### config.mk
export PLATFORM = sky130hd
export DESIGN_NAME = lock_in_demod
export DESIGN_NICKNAME = d
export VERILOG_FILES = /design/src/rtl/lock_in_demod.sv
export SDC_FILE = /design/constraint.sdc
export NUM_CORES = 2
export LEC_CHECK = 0
export CORE_ASPECT_RATIO = 1.2
export CORE_UTILIZATION = 50
export DETAILED_ROUTE_END_ITERATION = 16
export DONT_BUFFER_PORTS = 1
export HOLD_SLACK_MARGIN = 0.05
export PLACE_DENSITY = 0.67
export SLEW_MARGIN = 0
export SYNTH_ARGS = -nofsm -noshare
export SYNTH_HDL_FRONTEND = slang
export SYNTH_SLANG_ARGS = --single-unit
### constraint.sdc
create_clock -name clk -period 6.5 [get_ports clk]
set_input_delay 0.65 -clock clk [delete_from_list [all_inputs] [get_ports clk]]
set_output_delay 0.65 -clock clk [all_outputs]
set_load 0.03 [all_outputs]
### src/rtl/lock_in_demod.sv
// Lock-in demodulator: multiplies the filtered error by the in-phase/quadrature references
// and emits one scaled, saturated I/Q mean per window of 2^int_pow accepted samples.
module lock_in_demod #(
  parameter int word_width = 16,
  parameter int int_pow    = 10,
  localparam int acc_width = 2 * word_width + int_pow
) (
  input  logic                         clk,
  input  logic                         rst,
  input  logic                         run,
  input  logic                         sample_valid,
  input  logic signed [word_width-1:0] sig_in,
  input  logic signed [word_width-1:0] ref_sin,
  input  logic signed [word_width-1:0] ref_cos,
  output logic signed [word_width-1:0] i_out,
  output logic signed [word_width-1:0] q_out,
  output logic                         out_valid,
  output logic                         busy,
  output logic                         sat_flag
);
  localparam int prod_width = 2 * word_width;
  localparam int shift      = int_pow + word_width - 1;
  localparam logic signed [acc_width-1:0] sat_hi =
    {{(acc_width - word_width + 1){1'b0}}, {(word_width - 1){1'b1}}};
  localparam logic signed [acc_width-1:0] sat_lo = ~sat_hi;

  typedef enum logic {IDLE = 1'b0, RUN = 1'b1} state_t;
  state_t state_reg, state_next;

  logic keep, accept, start;
  logic [int_pow-1:0] count_reg;
  logic s1_valid_reg, s1_last_reg, s2_valid_reg, s2_last_reg;
  logic dump_valid_reg, out_valid_reg, sat_flag_reg;
  logic signed [word_width-1:0] s1_sig_reg;
  logic [1:0] clip;
  logic [1:0][word_width-1:0] res;

  always_ff @(posedge clk or negedge rst) begin
    if (!rst) state_reg <= IDLE;
    else      state_reg <= state_next;
  end

  always_comb begin
    state_next = state_reg;
    case (state_reg)
      IDLE:    if (run)  state_next = RUN;
      RUN:     if (!run) state_next = IDLE;
      default: state_next = IDLE;
    endcase
  end

  always_comb begin
    busy  = (state_reg == RUN);
    start = (state_reg == IDLE) && run;
  end

  // keep low means idle or aborting: everything in flight is discarded on this edge
  assign keep   = (state_reg == RUN) && run;
  assign accept = keep && sample_valid;

  always_ff @(posedge clk or negedge rst) begin
    if (!rst) begin
      count_reg      <= '0;
      s1_valid_reg   <= 1'b0;
      s1_last_reg    <= 1'b0;
      s2_valid_reg   <= 1'b0;
      s2_last_reg    <= 1'b0;
      dump_valid_reg <= 1'b0;
      out_valid_reg  <= 1'b0;
      sat_flag_reg   <= 1'b0;
      s1_sig_reg     <= '0;
    end else begin
      if (accept) s1_sig_reg <= sig_in;
      if (!keep) begin
        count_reg      <= '0;
        s1_valid_reg   <= 1'b0;
        s1_last_reg    <= 1'b0;
        s2_valid_reg   <= 1'b0;
        s2_last_reg    <= 1'b0;
        dump_valid_reg <= 1'b0;
      end else begin
        if (accept) count_reg <= count_reg + 1'b1;
        s1_valid_reg   <= accept;
        s1_last_reg    <= accept && (&count_reg);
        s2_valid_reg   <= s1_valid_reg;
        s2_last_reg    <= s1_last_reg;
        dump_valid_reg <= s2_valid_reg && s2_last_reg;
      end
      out_valid_reg <= keep && dump_valid_reg;
      if (start)                                sat_flag_reg <= 1'b0;
      else if (keep && dump_valid_reg && |clip) sat_flag_reg <= 1'b1;
    end
  end

  // channel 0 uses the in-phase reference, channel 1 the quadrature reference
  for (genvar gi = 0; gi < 2; gi++) begin : g_ch
    logic signed [word_width-1:0] ref_reg;
    logic signed [prod_width-1:0] prod_reg;
    logic signed [acc_width-1:0]  acc_reg, sum_reg, scaled;
    logic signed [word_width-1:0] res_reg, res_next;
    logic                         clip_ch;

    always_ff @(posedge clk or negedge rst) begin
      if (!rst) begin
        ref_reg  <= '0;
        prod_reg <= '0;
        acc_reg  <= '0;
        sum_reg  <= '0;
        res_reg  <= '0;
      end else begin
        if (accept) ref_reg <= (gi == 0) ? ref_sin : ref_cos;
        prod_reg <= prod_width'(s1_sig_reg) * prod_width'(ref_reg);
        if (!keep)             acc_reg <= '0;
        else if (s2_valid_reg) acc_reg <= s2_last_reg ? '0 : acc_reg + acc_width'(prod_reg);
        if (s2_valid_reg && s2_last_reg) sum_reg <= acc_reg + acc_width'(prod_reg);
        if (keep && dump_valid_reg) res_reg <= res_next;
      end
    end

    // window mean of Q15 products, clipped to the output word range
    always_comb begin
      scaled  = sum_reg >>> shift;
      clip_ch = (scaled > sat_hi) || (scaled < sat_lo);
      if (scaled > sat_hi)      res_next = sat_hi[word_width-1:0];
      else if (scaled < sat_lo) res_next = sat_lo[word_width-1:0];
      else                      res_next = scaled[word_width-1:0];
    end

    assign clip[gi] = clip_ch;
    assign res[gi]  = res_reg;
  end

  assign i_out     = res[0];
  assign q_out     = res[1];
  assign out_valid = out_valid_reg;
  assign sat_flag  = sat_flag_reg;
endmodule
After elaboration in Yosys (flattened, before gate mapping)
Cells that the tools add are included.

operators by class
  $add $sub $neg = 5
  multipliers = 2
  order comparisons = 4
  equality and inequality tests = 2
  mux-type cells = 20
  bitwise operators = 1
  reductions and logical operators = 12

operators with widths
  kind                                                                               count
  42-bit 2-to-1 mux                                                                  6
  42-bit by 32-bit adder with 42-bit output                                          2
  42-bit adder                                                                       2
  16-bit by 16-bit multiplier with 32-bit output                                     2
  16-bit 2-to-1 mux                                                                  4
  17-bit by 16-bit greater-than comparator with 1-bit output, second input constant  2
  17-bit by 16-bit < comparator with 1-bit output, second input constant             2
  10-bit 2-to-1 mux                                                                  2
  10-bit by 1-bit adder with 10-bit output, second input constant                    1
  10-bit AND reduction                                                               1
  1-bit 2-to-1 mux                                                                   8
  1-bit logical AND                                                                  7
  2-bit by 1-bit inequality test with 1-bit output, second input constant            2
  1-bit logical OR                                                                   2
  2-bit nonzero test                                                                 1
  2-bit OR reduction                                                                 1
  1-bit inverter                                                                     1

storage, ports and cells
  register bits = 330
  bits of input ports = 52
  output and inout bits = 35

Longest topological paths before layout
  depth after elaboration = 6
  gate-level depth with buffers = 25

Least setup slack after synthesis
Ideal clock, no wire load.

  kind = reg2reg
  start point = reg g_ch[0].ref_reg[9]
  end point = reg g_ch[0].prod_reg[31]
  setup time = 80 ps
  data arrival time = 6,152 ps
  required time = 6,420 ps
  setup slack = 268 ps
  cell stages (with the launch flop) = 24
  path buffers = 2
  clock period less this slack = 6,232 ps
  cells stage by stage = dfrtp_1 > clkbuf_1 > clkbuf_1 > nand2_1 > fa_1 > inv_1 > fa_1 > fa_1 > fa_1 > fa_1 > inv_1 > fa_1 > inv_1 > ha_1 > a21o_1 > a221oi_1 > o21ai_0 > a32oi_1 > a21boi_0 > o31ai_1 > a21oi_1 > o21a_1 > nor2_1 > xnor2_1

on the way
  longest elaborated chain between the ends = 1

RTL lines
  what                                            RTL line  source
  from (decl)                                     97        logic signed [word_width-1:0] ref_reg;
  from (signal assigned)                          111       if (accept) ref_reg <= (gi == 0) ? ref_sin : ref_cos;
  16-bit by 16-bit multiplier with 32-bit output  112       prod_reg <= prod_width'(s1_sig_reg) * prod_width'(ref_reg);
  to (signal assigned)                            112
  to (decl)                                       98        logic signed [prod_width-1:0] prod_reg;

No other way between the ends.
A chain may end at the register's enable or synchronous reset.

Worst setup path in the final report
  start point = reg s1_sig_reg[11]
  end point = reg g_ch[0].prod_reg[29]

on the way
  longest elaborated chain between the ends = 1

RTL lines
  what                                            RTL line  source
  from (decl)                                     34        logic signed [word_width-1:0] s1_sig_reg;
  from (signal assigned)                          73        if (accept) s1_sig_reg <= sig_in;
  16-bit by 16-bit multiplier with 32-bit output  112

No other way between the ends.

==> results.md <==
* Syn_area_per_cell at around 9.8 um^2
* Maximum fanout along the worst path at 6
* Period utilization at 95.80%
* Worst-path cell chain: buf_4 > and2_1 > fa_1 > inv_1 > fa_1 > fa_1 > inv_1 > fa_1 > fa_1 > inv_1 > fa_1 > inv_1 > ha_1 > and3_1 > a221oi_2 > o21ai_1 > a32oi_2 > a21boi_1 > o31ai_2 > buf_4 > nand2b_1 > a211oi_1 > nor2_1
* CTS Sinks at 280
* Die H at 287.2 um
* Critical register-to-register path endpoint: g_ch[0].prod_reg[29]
* DRT Pass-1 Iters at 5
* Syn Inst Count at around 3500
* Worst skew pair latency at ~0.56 ns
* Slew Viols, Final at 0
* # IOs at 87
* Vias in the first global route at 24907
* Worst setup EP type: register
* Slew headroom at under 10%
* Final Skew at 0.01746 ns
* Final hold slack at -0.1580 ns
* Grt total ovfl at 0
* Share of layout cells above drive strength 1 at 9.989%
* CTS tree: yes
* Slew @ Worst Pin at 1.458 ns
* WP data arrival at 6.65 ns
* Sequential area share after synthesis at 20.67%
* Gpl congestion at 0.8731
* Core footprint at 67010 um^2
* Dpl cells at 4358
* Violated checks: hold timing
* Vias per cell at 5.288
* R2r startpoint: s1_sig_reg[11]
* CP max stage cell: fa_1
* Buffers & Inverters on Critical Path at 6
* Total Wirelength at 74690 um
* DR WL/cell at 16.86 um
* Post-Syn Area at 33900 um^2
* Max FFs per register at 84
* Area grow syn2layout at 8.689%
* Count of different cell masters after synthesis at 74
* CP Data Required Time at around 7 ns
* Post-synth EDFFs at 0
* Largest net degree at the start of global routing at approximately 280
* R2r setup slk at about 0.27 ns
* Dominant synthesized flop cell: dfrtp_1
* Final hold vios at 101
* CTS root buffer: clkbuf_16
* Cell mode on critical path: fa_1
* Status: complete, but fails checks
* CTS H-Tree Depth at 2
* Post-route insts no fill at between 4000 and 5000
* Final setup fails at 0
* Commonest non-fill, non-tap cells in the layout: inv_1, fa_1, nand2_1, dfrtp_1, and2_1
* Deepest clock path buffer count at 3
* Max-Cap Viols at 0
* CTS Buf Count at 35
* DR vias at 23420
* Ys Warns at 0
* WS Path Type: register to register
* Initial core utilization at 50.58%
* CP top delay family: adder cells
* DRC Markers at 0
* Row Count at about 100
* CP Launch Type: register
* Tmin final at approximately 6.2 ns
* Max incr delay on CP at 0.55 ns
* Die W at 239.7 um
* Type of the worst min-delay path: primary input to asynchronous set/reset pin
* Max Clk Rate at about 160 MHz
* Initial DRC count at 1115
* Nets at 4325
* Async SR Flop Fraction at 100.0%
* Initial antenna violation count at 10
* GR Util All Layers at 22.99%
* Levels on crit path at 23
* Antenna-violating nets left at 0
* Syn_nets at 4300
* Die area at roughly 69000 um^2
* Clock Pin Slew Worst Setup and Hold Paths at roughly 0.060 ns
* FF-to-FF path depth at 23
* Leading cell type in the layout, fill and taps excluded: inv_1
* Port Buf Inserts at 0
* First-pass GRT wire length at ~130000 um
* Synth Register Bits at 280
* Detailed Place HPWL at 59650 um
synth_stat cells, types with 3 or more instances:
| master | instances | area share (%) |
|---|---|---|
| o21ai_1 | 3 | 0.044 |
| maj3_1 | 30 | 0.89 |
| a41oi_1 | 3 | 0.078 |
| mux2_2 | 110 | 3.7 |
| o21a_1 | 19 | 0.42 |
| nor4_1 | 3 | 0.055 |
| a21boi_0 | 9 | 0.20 |
| a31oi_1 | 10 | 0.18 |
| o2111ai_1 | 4 | 0.10 |
| and2_1 | 255 | 4.7 |
| a311o_1 | 3 | 0.089 |
| xnor2_1 | 88 | 2.3 |
| xor2_1 | 61 | 1.6 |
| a21o_1 | 57 | 1.3 |
| nand3b_1 | 3 | 0.066 |
| o21ai_0 | 112 | 1.7 |
| nor2_1 | 112 | 1.2 |
| nor2b_1 | 20 | 0.37 |
| clkbuf_1 | 127 | 1.4 |
| o31ai_1 | 13 | 0.29 |
| inv_1 | 636 | 7.0 |
| nand2b_1 | 21 | 0.39 |
| fa_1 | 526 | 31 |
| a2111oi_0 | 6 | 0.16 |
| dfrtp_1 | 280 | 21 |
| nand2_1 | 357 | 4.0 |
| nand4_1 | 17 | 0.31 |
| a21oi_1 | 126 | 1.9 |
| a211o_1 | 8 | 0.21 |
| ha_1 | 247 | 9.1 |
| a31o_2 | 4 | 0.10 |
| o211ai_1 | 3 | 0.066 |
| and3_1 | 20 | 0.37 |
| buf_1 | 6 | 0.066 |
| a211oi_1 | 11 | 0.24 |
| nor3_1 | 17 | 0.25 |
| o21bai_1 | 19 | 0.42 |
| or2_2 | 7 | 0.13 |
| nand3_1 | 29 | 0.43 |
| or3_1 | 9 | 0.17 |
| a22o_1 | 41 | 1.1 |
cells by family (layout without fill, tap and decap cells):
logic type	Yosys count	count (layout)	synth area share (%)
adder cells (fa/ha/maj)	803	803	41.07
flip-flops	280	280	20.67
buffers and inverters	769	818	8.516
other	0	4	0
multiplexers	112	112	3.714
AO/OA/AOI/OAI	479	479	9.365
XOR/XNOR	150	150	3.917
AND/OR/NAND/NOR	882	882	12.75
how the worst max path moves through the flow:
stage | from | end | slack (ns)
6_report | s1_sig_reg[11] | g_ch[0].prod_reg[29] | 0.27
5_1_grt | s1_sig_reg[11] | g_ch[1].prod_reg[28] | -0.06
3_3_place_gp | s1_sig_reg[8] | g_ch[0].prod_reg[27] | -0.06
3_5_place_dp | s1_sig_reg[11] | g_ch[0].prod_reg[27] | -0.22
2_1_floorplan | g_ch[0].ref_reg[9] | g_ch[0].prod_reg[31] | 0.27
4_1_cts | s1_sig_reg[8] | g_ch[0].prod_reg[27] | 0.002
per-stage QoR:
| step | setup TNS (ns) | setup slack, ns | area, um^2 | utilization (%) |
|---|---|---|---|---|
| 5_1_grt | -0.05902 | -0.05589 | 36840 | 54.97 |
| 4_1_cts | 0 | 0.002262 | 36640 | 54.67 |
| 6_report | 0 | 0.2731 | 36840 | 54.97 |
| 3_3_place_gp | -0.06455 | -0.06455 | 35480 | 52.95 |
| 2_1_floorplan | 0 | 0.2676 | 33900 | - |
| 3_5_place_dp | -0.3711 | -0.2216 | 35480 | 52.95 |
metal layers:
layer	track usage, %	wire length [um]
met5	0	95
met4	6.923	2096
met3	3.534	3513
met2	38.37	35810
met1	30.82	33170
layout make-up:
cell class / instances / area [um^2]
clock inverters: 17 / 195.2
diodes: 4 / 10.01
fillers: 5965 / 30170
clock buffers: 44 / 949.7
repair buffers: 121 / 1006
well taps: 901 / 1127
flip-flops and latches: 280 / 7032
inverters: 636 / 2387
multi-input cells: 2426 / 24130
repair_timing:
action / CTS / global route
buffers inserted: 0 / 6
endpoints found under the setup margin: 5 / 17
endpoints found under the hold margin: 280 / 280
resized for setup: 3 / 57
pin swaps: 0 / 8
Power is not shown: default switching activity piles up to over one toggle a cycle in this logic, so the estimate is an artifact.
